File: src/rtl/mul6_rr_sched_if.sv
// Bundle of request/response handshake and multiplier-side signals for the
// shared multiplier scheduler. The slave modport is the scheduler's view; the
// master modport is the environment (requesters plus the multiplier datapath).
interface mul6_rr_sched_if #(
    parameter int NREQ = 4
);
    // Requester side
    logic [NREQ-1:0]   req_valid;
    logic [6*NREQ-1:0] req_a;
    logic [6*NREQ-1:0] req_b;
    logic [NREQ-1:0]   req_ready;

    // Response side
    logic [NREQ-1:0]   rsp_valid;
    logic              rsp_ready;
    logic [11:0]       rsp_c;
    logic              rsp_neg;

    // Multiplier side
    logic [5:0]        mul_a;
    logic [5:0]        mul_b;
    logic              mul_rst;
    logic              mul_start;
    logic [11:0]       mul_c;
    logic              mul_neg;

    modport slave (
        input  req_valid, req_a, req_b, rsp_ready, mul_c, mul_neg,
        output req_ready, rsp_valid, rsp_c, rsp_neg,
        output mul_a, mul_b, mul_rst, mul_start
    );

    modport master (
        output req_valid, req_a, req_b, rsp_ready, mul_c, mul_neg,
        input  req_ready, rsp_valid, rsp_c, rsp_neg,
        input  mul_a, mul_b, mul_rst, mul_start
    );
endinterface

File: src/rtl/mul6_rr_sched.sv
// Round-robin scheduler sharing one 6x6 signed multiplier between NREQ
// requesters. One operation is in flight at a time: the granted operand pair is
// latched, the multiplier is cleared, started for MUL_LAT cycles, and its
// product/sign are captured and returned with a one-hot valid/ready response.
module mul6_rr_sched #(
    parameter int NREQ    = 4,
    parameter int MUL_LAT = 6
) (
    input  logic            clk,
    input  logic            rst,
    mul6_rr_sched_if.slave  bus
);

    localparam int IW = (NREQ > 1) ? $clog2(NREQ) : 1;
    localparam int CW = (MUL_LAT > 1) ? $clog2(MUL_LAT) : 1;

    typedef enum logic [2:0] {
        S_IDLE  = 3'd0,
        S_CLEAR = 3'd1,
        S_SETUP = 3'd2,
        S_RUN   = 3'd3,
        S_DONE  = 3'd4
    } state_t;

    state_t            r_state;
    logic [IW-1:0]     r_last;
    logic [IW-1:0]     r_grant;
    logic [CW-1:0]     r_cnt;
    logic [5:0]        r_mul_a;
    logic [5:0]        r_mul_b;
    logic              r_mul_rst;
    logic              r_mul_start;
    logic [NREQ-1:0]   r_rsp_valid;
    logic [11:0]       r_rsp_c;
    logic              r_rsp_neg;

    logic              w_found;
    logic [IW-1:0]     w_pick;
    logic [IW-1:0]     w_idx;
    logic [NREQ-1:0]   w_req_ready;
    logic [5:0]        w_op_a;
    logic [5:0]        w_op_b;

    // One-hot vector for a requester index
    function automatic logic [NREQ-1:0] f_onehot(input logic [IW-1:0] idx);
        logic [NREQ-1:0] v;
        v = '0;
        for (int i = 0; i < NREQ; i++) begin
            if (idx == IW'(i)) begin
                v[i] = 1'b1;
            end
        end
        return v;
    endfunction

    // Round-robin search starting just after the last served requester
    always_comb begin
        w_found = 1'b0;
        w_pick  = r_last;
        w_idx   = '0;
        for (int k = 1; k <= NREQ; k++) begin
            w_idx = IW'((int'(r_last) + k) % NREQ);
            if (!w_found && bus.req_valid[w_idx]) begin
                w_found = 1'b1;
                w_pick  = w_idx;
            end
        end
    end

    // Operand mux for the candidate requester
    always_comb begin
        w_op_a = '0;
        w_op_b = '0;
        for (int i = 0; i < NREQ; i++) begin
            if (w_pick == IW'(i)) begin
                w_op_a = bus.req_a[6*i +: 6];
                w_op_b = bus.req_b[6*i +: 6];
            end
        end
    end

    // Accept pulse is only offered while idle, in the same cycle as the grant
    always_comb begin
        w_req_ready = '0;
        if (r_state == S_IDLE && w_found) begin
            w_req_ready = f_onehot(w_pick);
        end
    end

    // Sequencer: arbitrate, drive the multiplier rst/start protocol, return result
    always_ff @(posedge clk or negedge rst) begin
        if (!rst) begin
            r_state     <= S_IDLE;
            r_last      <= IW'(NREQ - 1);
            r_grant     <= IW'(NREQ - 1);
            r_cnt       <= '0;
            r_mul_a     <= '0;
            r_mul_b     <= '0;
            r_mul_rst   <= 1'b1;
            r_mul_start <= 1'b0;
            r_rsp_valid <= '0;
            r_rsp_c     <= '0;
            r_rsp_neg   <= 1'b0;
        end else begin
            case (r_state)
                S_IDLE: begin
                    r_mul_rst   <= 1'b0;
                    r_mul_start <= 1'b0;
                    if (w_found) begin
                        r_grant   <= w_pick;
                        r_mul_a   <= w_op_a;
                        r_mul_b   <= w_op_b;
                        r_mul_rst <= 1'b1;
                        r_state   <= S_CLEAR;
                    end
                end
                S_CLEAR: begin
                    // Multiplier sees one cycle of reset, then operands settle
                    r_mul_rst <= 1'b0;
                    r_state   <= S_SETUP;
                end
                S_SETUP: begin
                    r_mul_start <= 1'b1;
                    r_cnt       <= CW'(MUL_LAT - 1);
                    r_state     <= S_RUN;
                end
                S_RUN: begin
                    if (r_cnt == '0) begin
                        r_mul_start <= 1'b0;
                        r_rsp_c     <= bus.mul_c;
                        r_rsp_neg   <= bus.mul_neg;
                        r_rsp_valid <= f_onehot(r_grant);
                        r_state     <= S_DONE;
                    end else begin
                        r_cnt <= r_cnt - 1'b1;
                    end
                end
                S_DONE: begin
                    if (bus.rsp_ready) begin
                        r_rsp_valid <= '0;
                        r_last      <= r_grant;
                        r_state     <= S_IDLE;
                    end
                end
                default: begin
                    r_state <= S_IDLE;
                end
            endcase
        end
    end

    assign bus.req_ready = w_req_ready;
    assign bus.rsp_valid = r_rsp_valid;
    assign bus.rsp_c     = r_rsp_c;
    assign bus.rsp_neg   = r_rsp_neg;
    assign bus.mul_a     = r_mul_a;
    assign bus.mul_b     = r_mul_b;
    assign bus.mul_rst   = r_mul_rst;
    assign bus.mul_start = r_mul_start;

endmodule

File: src/flat_wrapper.sv
// flat-port wrapper written by rule: the top's interface ports become plain ports
module mul6_rr_sched_flat 
#(
    parameter int NREQ    = 4,
    parameter int MUL_LAT = 6
)
  (clk, rst, bus_req_valid, bus_req_a, bus_req_b, bus_rsp_ready, bus_mul_c, bus_mul_neg, bus_req_ready, bus_rsp_valid, bus_rsp_c, bus_rsp_neg, bus_mul_a, bus_mul_b, bus_mul_rst, bus_mul_start);
  mul6_rr_sched_if #(.NREQ(NREQ)) bus_i ();
  input  logic clk;
  input  logic rst;
  input wire logic [$bits(bus_i.req_valid)-1:0] bus_req_valid;
  input wire logic [$bits(bus_i.req_a)-1:0] bus_req_a;
  input wire logic [$bits(bus_i.req_b)-1:0] bus_req_b;
  input wire logic [$bits(bus_i.rsp_ready)-1:0] bus_rsp_ready;
  input wire logic [$bits(bus_i.mul_c)-1:0] bus_mul_c;
  input wire logic [$bits(bus_i.mul_neg)-1:0] bus_mul_neg;
  output wire logic [$bits(bus_i.req_ready)-1:0] bus_req_ready;
  output wire logic [$bits(bus_i.rsp_valid)-1:0] bus_rsp_valid;
  output wire logic [$bits(bus_i.rsp_c)-1:0] bus_rsp_c;
  output wire logic [$bits(bus_i.rsp_neg)-1:0] bus_rsp_neg;
  output wire logic [$bits(bus_i.mul_a)-1:0] bus_mul_a;
  output wire logic [$bits(bus_i.mul_b)-1:0] bus_mul_b;
  output wire logic [$bits(bus_i.mul_rst)-1:0] bus_mul_rst;
  output wire logic [$bits(bus_i.mul_start)-1:0] bus_mul_start;
  assign bus_i.req_valid = bus_req_valid;
  assign bus_i.req_a = bus_req_a;
  assign bus_i.req_b = bus_req_b;
  assign bus_i.rsp_ready = bus_rsp_ready;
  assign bus_i.mul_c = bus_mul_c;
  assign bus_i.mul_neg = bus_mul_neg;
  assign bus_req_ready = bus_i.req_ready;
  assign bus_rsp_valid = bus_i.rsp_valid;
  assign bus_rsp_c = bus_i.rsp_c;
  assign bus_rsp_neg = bus_i.rsp_neg;
  assign bus_mul_a = bus_i.mul_a;
  assign bus_mul_b = bus_i.mul_b;
  assign bus_mul_rst = bus_i.mul_rst;
  assign bus_mul_start = bus_i.mul_start;
  mul6_rr_sched #(.NREQ(NREQ), .MUL_LAT(MUL_LAT)) u_core (.clk(clk), .rst(rst), .bus(bus_i));
endmodule
File: config.mk
export PLATFORM = sky130hd
export DESIGN_NAME = mul6_rr_sched_flat
export DESIGN_NICKNAME = d
export VERILOG_FILES = /design/src/rtl/mul6_rr_sched_if.sv /design/src/rtl/mul6_rr_sched.sv /design/src/flat_wrapper.sv
export SDC_FILE = /design/constraint.sdc
export NUM_CORES = 1
export LEC_CHECK = 0
export ABC_CLOCK_PERIOD_IN_PS = 2880
export CAP_MARGIN = 0
export CORE_ASPECT_RATIO = 1.5
export CORE_MARGIN = 1
export CORE_UTILIZATION = 35
export DETAILED_ROUTE_END_ITERATION = 8
export PLACE_DENSITY = 0.78
export SLEW_MARGIN = 20
export SYNTH_ARGS = -nofsm -noshare
export SYNTH_HDL_FRONTEND = slang
export SYNTH_SLANG_ARGS = --single-unit
File: constraint.sdc
create_clock -name clk -period 2.88 [get_ports clk]
set_input_delay 0.864 -clock clk [delete_from_list [all_inputs] [get_ports clk]]
set_output_delay 0.864 -clock clk [all_outputs]
set_load 0.02 [all_outputs]
Yosys cells after proc, flatten, opt, wreduce, memory -nomap -nowiden
Index checks and enable logic that the tools add are counted. W data, S select, Z words.

Div/mod/pow operators: 0. $mul: 0. Bitwise logic cells: 0. Add/subtract/negate cells: 5. Equality and inequality tests: 14. Mux-type cells: 46. Shift operators: 0. Reduce and logical (&&, ||, !) cells: 22. Order comparisons: 4.

Operator list (number): $mux W6 (8); $mux W1 (18); $pmux W3 S5 (1); $lt A2 B3 Y1 const B (4); $mux W3 (4); $mux W4 (3); $reduce_and A2 Y1 (5); $bmux W1 S2 (4); $eq A2 B2 Y1 const B (4); $mux W2 (4); $pmux W4 S2 (1); $eq A3 B2 Y1 const B (2); $logic_not A3 Y1 (2); $pmux W3 S2 (1); $reduce_and A3 Y1 (2); $reduce_bool A2 Y1 (3); $add A2 B1 Y2 const B (2); $add A2 B2 Y2 const B (2); $eq A2 B1 Y1 const B (2); $logic_and A1 B1 Y1 (4); $logic_not A2 Y1 (2); $ne A2 B1 Y1 const B (2); $ne A2 B2 Y1 const B (2); $eq A3 B1 Y1 const B (1); 6 further kinds (8).

Flip-flop bits (word level): 41. Word-level logic and storage cells: 102. Latch bits: 0. Memory bits (read-only): 0. Memory bits (writable): 0. Input bits: 68. Memories: 0. Output and inout port bits: 35.

Logic depth before layout (Yosys ltp)
Gate-level depths: netlist of run 1.

Depth after elaboration: 18. Gate-level depth with buffers: 9. Gate-level depth less buffers: 7.

Worst setup path before layout of run 1
OpenSTA, ideal clock, no wires.

Kind: input to output. From: in bus_req_valid[3]. To: out bus_req_ready[0]. Stages: 4. Setup slack: -0.045 ns. Arrival: 2.061 ns. Path through: nor4_1 -> or4_1 -> clkbuf_1 -> nor3_1.

Word-level cells in the longest chain between the ends: 15.

Ends and longest elaborated chain: start: declaration (RTL line flat_wrapper.sv:11) `input wire logic [$bits(bus_i.req_valid)-1:0] bus_req_valid;`; $bmux W1 S2 (RTL line mul6_rr_sched.sv:63) `if (!w_found && bus.req_valid[w_idx]) begin`; $mux W1 (not written as such) (RTL line mul6_rr_sched.sv:63); $mux W1 (RTL line mul6_rr_sched.sv:63); $logic_not A1 Y1 (RTL line mul6_rr_sched.sv:63); $logic_and A1 B1 Y1 (RTL line mul6_rr_sched.sv:63); $mux W1 (RTL line mul6_rr_sched.sv:63); $logic_not A1 Y1 (RTL line mul6_rr_sched.sv:63); $logic_and A1 B1 Y1 (RTL line mul6_rr_sched.sv:63); $mux W1 (RTL line mul6_rr_sched.sv:63); $logic_not A1 Y1 (RTL line mul6_rr_sched.sv:63); $logic_and A1 B1 Y1 (RTL line mul6_rr_sched.sv:63); $mux W2 (RTL line mul6_rr_sched.sv:63); $logic_not A2 Y1 (RTL line mul6_rr_sched.sv:49) `if (idx == IW'(i)) begin`; $mux W1 (RTL line mul6_rr_sched.sv:49); $mux W4 (*) (RTL line mul6_rr_sched.sv:85) `if (r_state == S_IDLE && w_found) begin`; end: declaration (RTL line flat_wrapper.sv:17) `output wire logic [$bits(bus_i.req_ready)-1:0] bus_req_ready;`.

Mark *: on every way between the ends. The rest lies on a longest branch, timed or not. The select of a mux whose other input is x is not followed.

Worst setup path in the final report of run 1
From: in bus_req_valid[0]. To: out bus_req_ready[1].

Word-level cells in the longest chain between the ends: 15.

Ends and longest elaborated chain (RTL line): $bmux W1 S2 (mul6_rr_sched.sv:63); $mux W1 (not written as such) (mul6_rr_sched.sv:63); $mux W1 (mul6_rr_sched.sv:63); $logic_not A1 Y1 (mul6_rr_sched.sv:63); $logic_and A1 B1 Y1 (mul6_rr_sched.sv:63); $mux W1 (mul6_rr_sched.sv:63); $logic_not A1 Y1 (mul6_rr_sched.sv:63); $logic_and A1 B1 Y1 (mul6_rr_sched.sv:63); $mux W1 (mul6_rr_sched.sv:63); $logic_not A1 Y1 (mul6_rr_sched.sv:63); $logic_and A1 B1 Y1 (mul6_rr_sched.sv:63); $mux W2 (mul6_rr_sched.sv:63); $eq A2 B1 Y1 (mul6_rr_sched.sv:49); $mux W1 (mul6_rr_sched.sv:49); $mux W4 (*) (mul6_rr_sched.sv:85).

Marked as above.

==> metrics.txt, run 1 <==
status finished clean; FILL cells 524; min Tclk post-route 2840 ps; total of max-cap violations 0; first-pass GRT wire length 9.97 mm; number of synthesized flops with an enable pin 0; nets@finish 408; RSZ-0062 raised after global routing yes; die area 0.00658 mm^2; Most used DFF post-synth dfrtp_1; Critical-path top delay cell clkdlybuf4s15_1; most frequent cell after synthesis dfrtp_1; Yosys top cell area share 41.2%; Reg clk slew, reported paths 90 ps; ys async rst share 100%; # placed instances 402; clk root buf clkbuf_8; Worst Tran Pin Value 905 ps; syn avg cell area 10.0 um^2; DP Area 0.00340 mm^2; Pwr Density 882 mW/mm^2; GRT Total Usage 19.5%; fraction of layout cells with a size suffix above 1 23.9%; largest family of logic cells by synthesized area compound AO/OA/AOI/OAI gates; dpl ws -901 ps; Worst Clk Skew 4.87 ps; multi-input logic area 0.00114 mm^2; first drt pass iteration count 4; Initial Utilization 37.0%; Tightest Hold Check Type reg -> reg; Sequential Power Share 33.0%; Sw Ratio 39.3%; crit start category input port; CP Cell Sequence clkdlybuf4s15_1 > buf_4 > nor2b_2 > o21ai_2 > and3_4 > nor3_2 > buf_4; Die Wd 66.5 um; wire per inst 15.0 um; WHS 483 ps; Final Cycle Share 98.6%; Yosys reg bits 41; Iter 0 DRT Violations 54; Congestion Overflow GR 0; Synthesized Nets 288; via count of the first global-routing pass 2178; Worst EP required 2020 ps; CTS buffer count 5; crit-path max cell delay 190 ps; largest net degree at the start of global routing 42; vias 2162; Seq/Total Area, Yosys 47.2%; Core ar. 0.00591 mm^2; RD Place Congestion 0.859; CTS tree built; Post-Synth Simple-Gate Area 17.4%; final hold violations 0; mux contribution to synthesized area 7.72%; Final Power 3.15 mW; Sw Pwr 1.24 mW; fin area 0.00357 mm^2; Internal 1.91 mW; Cells after Synth 218; Reg area 0.00103 mm^2; Die Y 98.8 um; antenna-violating nets left 0; final setup vio count 0; fin util 60.4%; Clock Path Buffers 2; xor/xnor share of the synthesized area 0%; Setup TNS 0 ps; crit-path most repeated cell buf_4; drt via density 5.26; post-synthesis compound-gate area fraction 22.1%; Post-Synth Adder-Cell Area 1.14%; post-DP HPWL 4.62 mm; Clock power frac 12.7%; DRC 0; fin cells 411; I/O pin cnt 103; FP Rows 34; H-tree levels 2; CP Class in -> out; critical path fanouts, max 4; fin worst setup slack 40.9 ps; Worst-Skew Late Latency 300 ps; Distinct cells, synth 42; yosys warns 0; synthesized cell area 0.00219 mm^2; most frequent cells after synthesis 36 x dfrtp_1, 19 x nand2_1, 17 x nor2_1; area grow syn2layout 63.3%; WL final 6.15 mm; Comb pwr share 54.3%; initial antenna violation count 0; Worst VDD drop 349 uV; cell taking the most area after synthesis dfrtp_1; Fmax 352 MHz; CP endpoint kind output pin; ANT cells 0; Slew HR 39.7%; top post-synthesis cells by area dfrtp_1 41%, dfstp_2 6.0%, mux2_2 4.1%, mux2_1 3.6%, nand2_1 3.3%; Final Max Tran Viols 0; Sink Count 41; Port Buffers 102; CP Data Arrival Time 1980 ps; Leakage 1.49 nW
==> path summary, 6_finish.rpt <==
check / startpoint / endpoint / slack, ps / cells past startpoint
max reg2reg: u_core.r_cnt[0]$_DFFE_PN0P_ / u_core.bus.rsp_neg$_DFFE_PN0P_ / 820 / 6
max in group asynchronous: rst / u_core.r_state[0]$_DFFE_PN0P_ / 1630 / 1
max: bus_req_valid[0] / bus_req_ready[1] / 40 / 7
min reg2reg: u_core.bus.rsp_valid[0]$_DFFE_PN0P_ / u_core.bus.rsp_valid[0]$_DFFE_PN0P_ / 480 / 2
min: u_core.bus.rsp_valid[0]$_DFFE_PN0P_ / u_core.bus.rsp_valid[0]$_DFFE_PN0P_ / 480 / 2
min in group asynchronous: rst / u_core.bus.rsp_c[11]$_DFFE_PN0P_ / 680 / 1
==> power by group through the flow <==
stage | clock [mW] | combinational [mW] | sequential (mW)
after floorplan | 0 | 0.671 | 1.29
after global placement | 0 | 1.66 | 1.03
after detailed placement | 0 | 1.69 | 1.05
after CTS | 0.414 | 1.72 | 1.04
after global routing | 0.439 | 1.85 | 1.08
final | 0.399 | 1.71 | 1.04
==> kinds of logic (layout without fill, tap and decap cells) <==
logic type | count (synthesis) | in the layout
multiplexers | 15 | 15
flip-flops | 41 | 41
adder cells (fa/ha/maj) | 2 | 2
AO/OA/AOI/OAI | 65 | 65
AND/OR/NAND/NOR | 76 | 76
buffers and inverters | 19 | 140
==> worst max-delay path: cells and delay by family <==
family | cells | cell delay (ps)
buffers and inverters | 3 | 520
AOI/OAI and AO/OA | 1 | 90
and+or+nand+nor | 3 | 510
==> per-layer routing <==
layer,share of wire (%),GRT usage [%],wire [um],vias to the layer above
met4,1.8,6.71,112,0
met5,0,0,0,-
met2,54,35.3,3340,89
met3,5.5,4.17,335,10
li1,-,-,-,1049
met1,38,21.9,2360,1014
==> cells in the final DEF (no fill, tap or decap), types with 5 or more instances in the layout <==
cell type	count
a21o_1	8
a31oi_1	6
a32oi_1	6
and3_1	8
buf_4	29
clkbuf_8	5
clkdlybuf4s50_1	93
dfrtp_1	36
dfstp_2	5
mux2_1	7
mux2_2	8
nand2_1	19
nand3_1	8
nor2_1	14
nor3_2	5
o21ai_0	9
o31ai_1	6
o32ai_1	6
==> registers in the layout, indices dropped and copies added, names as in the netlist, 2 cells and up <==
register              cells
u_core.r_state            3
u_core.bus.rsp_c         12
u_core.r_cnt              3
u_core.bus.mul_a          6
u_core.r_last             2
u_core.r_grant            2
u_core.bus.rsp_valid      4
u_core.bus.mul_b          6
==> cell type report <==
class / count / share of cell area [%]
clock buffer: 5 / 1.93
clock inverter: 3 / 0.701
inverter: 4 / 0.420
multi-input combinational: 158 / 32.0
sequential: 41 / 28.9
tap: 72 / 2.52
timing repair buffer: 128 / 33.5
==> timing repair <==
| item | CTS | global route |
|---|---|---|
| setup endpoints to repair | 4 | 4 |
| resized for setup | 51 | 6 |
| pin swaps | 9 | 4 |
| setup buffers | 1 | 0 |
| hold buffers | 0 | 0 |
| endpoints found under the hold margin | 0 | 0 |
Note: power is estimated with default switching activity, not from simulation.
==> run 2: changes to the inputs <==
- ABC_CLOCK_PERIOD_IN_PS: 2880 -> 3330
- CORE_MARGIN: 1 -> 4
- MAX_ROUTING_LAYER: default -> met4
- clock period: 2.88 -> 3.33 ns (I/O delays scaled with it)
==> run 2 against run 1 <==
  * Clock-buffer cell count increased by 3
  * Hold slack got worse by 4.8 ps
  * Final cell count decreased by 0.49%
  * Flip-flop and latch count unchanged
  * Utilization decreased by 3.5 points
  * Die area increased by 16%
  * Register-to-register slack improved by 210 ps
  * First-iteration DRC count increased by 15%
  * Cell area decreased by 2.3%
  * Via count decreased by 0.69%
  * Global-route usage decreased by 2.5 points
  * Clock skew about the same
==> metrics.txt, run 2 (synthesized netlist as in run 1, its figures left out) <==
status finished clean; Worst VDD drop 389 uV (+12%); area grow syn2layout 59.6%; post-DP HPWL 4.78 mm (+3.6%); Final Max Tran Viols 0 (unchanged); commonest non-fill, non-tap cell in the layout clkdlybuf4s50_1; Die Wd 72.5 um (+9.0%); CP Cell Sequence dlygate4sd2_1 > nor4_2 > or4_4 > nor3_2 > buf_4; Worst Hold End u_core.bus.mul_a[1]$_DFFE_PN0P_; fraction of layout cells with a size suffix above 1 19.1% (-4.8 points); fin cells 409 (-0.49%); crit start category input port; Final Cycle Share 98.4%; CP endpoint kind output pin; RSZ-0062 raised after global routing no; most frequent cells in the layout 93 x clkdlybuf4s50_1, 36 x dfrtp_1, 26 x buf_4; min Tclk post-route 3280 ps; largest net degree at the start of global routing 42 (unchanged); Tightest Hold Check Type reg -> reg; clk root buf clkbuf_8; die area 0.00760 mm^2 (+16%); first drt pass iteration count 4 (unchanged); Reg clk slew, reported paths 70 ps (-20 ps); Leakage 1.46 nW (-2.5%); final setup vio count 0 (unchanged); vias 2147 (-0.69%); Worst Tran Pin Value 902 ps (-2.87 ps); Clock Path Buffers 2 (unchanged); R2R depth 5 (-1); wire per inst 15.0 um (+0.31%); Worst-Skew Late Latency 290 ps (about the same); DP Area 0.00338 mm^2 (-0.59%); Worst Clk Skew 4.94 ps (+0.0799 ps); Reg2Reg Setup Slack 1030 ps (+210 ps); WHS 479 ps (-4.79 ps); reg-to-reg endpoint u_core.bus.rsp_c[0]$_DFFE_PN0P_; Pwr Density 761 mW/mm^2 (-14%); Critical-path top delay cell or4_4; ANT cells 0 (unchanged); CTS buffer count 5 (unchanged); RD Place Congestion 1.02 (+18%); first-pass GRT wire length 10.0 mm (+0.76%); Fmax 305 MHz; CP Data Arrival Time 2280 ps (+300 ps); CP delay by family, top simple AND/OR/NAND/NOR gates; WL final 6.14 mm (-0.18%); total of max-cap violations 0 (unchanged); Sink Count 41 (unchanged); I/O pin cnt 103 (unchanged); CP Buf/Inv Count 2 (-1); Worst EP required 2330 ps (+310 ps); Worst R2R Start u_core.r_cnt[1]$_DFFE_PN0P_; via count of the first global-routing pass 2223 (+2.1%); critical path fanouts, max 5 (+1); # placed instances 401 (-0.25%); Die Y 105 um (+6.1%); WHS Path Cells 2 (unchanged); final hold violations 0 (unchanged); nets@finish 404 (-0.98%); Initial Utilization 35.7% (-1.3 points); Core ar. 0.00613 mm^2 (+3.7%); crit-path max cell delay 580 ps (+390 ps); Iter 0 DRT Violations 62 (+15%); Slew HR 39.9% (+0.19 points); H-tree levels 2 (unchanged); drt via density 5.25 (-0.21%); Port Buffers 102 (unchanged); CTS hold repair buffers 0 (unchanged); CTS tree built; Congestion Overflow GR 0 (unchanged); antenna-violating nets left 0 (unchanged); Final Power 2.65 mW (-16%); Setup Buffers After CTS 0 (-1); max reg flops 12 (unchanged); FP Rows 35 (+2.9%); Setup TNS 0 ps (unchanged); CP Class in -> out; GRT Total Usage 17.1% (-2.5 points); hold_sp u_core.bus.mul_a[1]$_DFFE_PN0P_; fin area 0.00349 mm^2 (-2.3%); DRC 0 (unchanged); initial antenna violation count 0 (unchanged)
[run 2: power breakdown]
| part | switching, mW | internal, mW |
|---|---|---|
| clock network | 0.160 | 0.149 |
| registers | 0.142 | 0.753 |
| logic | 0.721 | 0.730 |
| total | 1.02 | 1.63 |
[run 2: worst max path at each step]
stage                      from          endpoint  slack [ps]  cells after the start
6_report       bus_req_valid[3]  bus_req_ready[1]          50                      5
3_5_place_dp   bus_req_valid[3]  bus_req_ready[3]        -670                      5
2_1_floorplan  bus_req_valid[3]  bus_req_ready[0]         140                      4
4_1_cts        bus_req_valid[3]  bus_req_ready[1]          60                      7
3_3_place_gp   bus_req_valid[3]  bus_req_ready[3]        -630                      5
5_1_grt        bus_req_valid[1]  bus_req_ready[1]          20                      7
[run 2: metal layers]
layer,up-vias,share of wire [%],track usage (%)
met5,-,0,-
met4,0,1.7,5.41
met3,8,7.6,3.85
met2,93,53,30.9
met1,1006,38,17.7
li1,1040,-,-
[run 2: tightest hold or removal path, cell delays in order (launching register included)]
cell and delay, ps:
dfrtp_1 350, nand2_1 50, o31ai_1 50
[run 2: metrics by stage]
step                      util, %  setup slack [ps]
final                        56.9              54.3
after global routing         56.9              24.9
after CTS                    56.9              58.4
after detailed placement     55.1              -675
after global placement       55.1              -626
after floorplan                 -               135
[run 2: repair_timing]
action | CTS | global route
gates resized for setup | 37 | 1
pin swaps | 5 | 0
gates cloned | 0 | 0
setup endpoints to repair | 4 | 2
[run 2: final cells by class]
type,count,area [um^2]
inverters,4,15.0
well taps,74,92.6
flip-flops and latches,41,1030
clock buffers,8,80.1
repair buffers,124,1170
multi-input cells,158,1100
fillers,542,2640
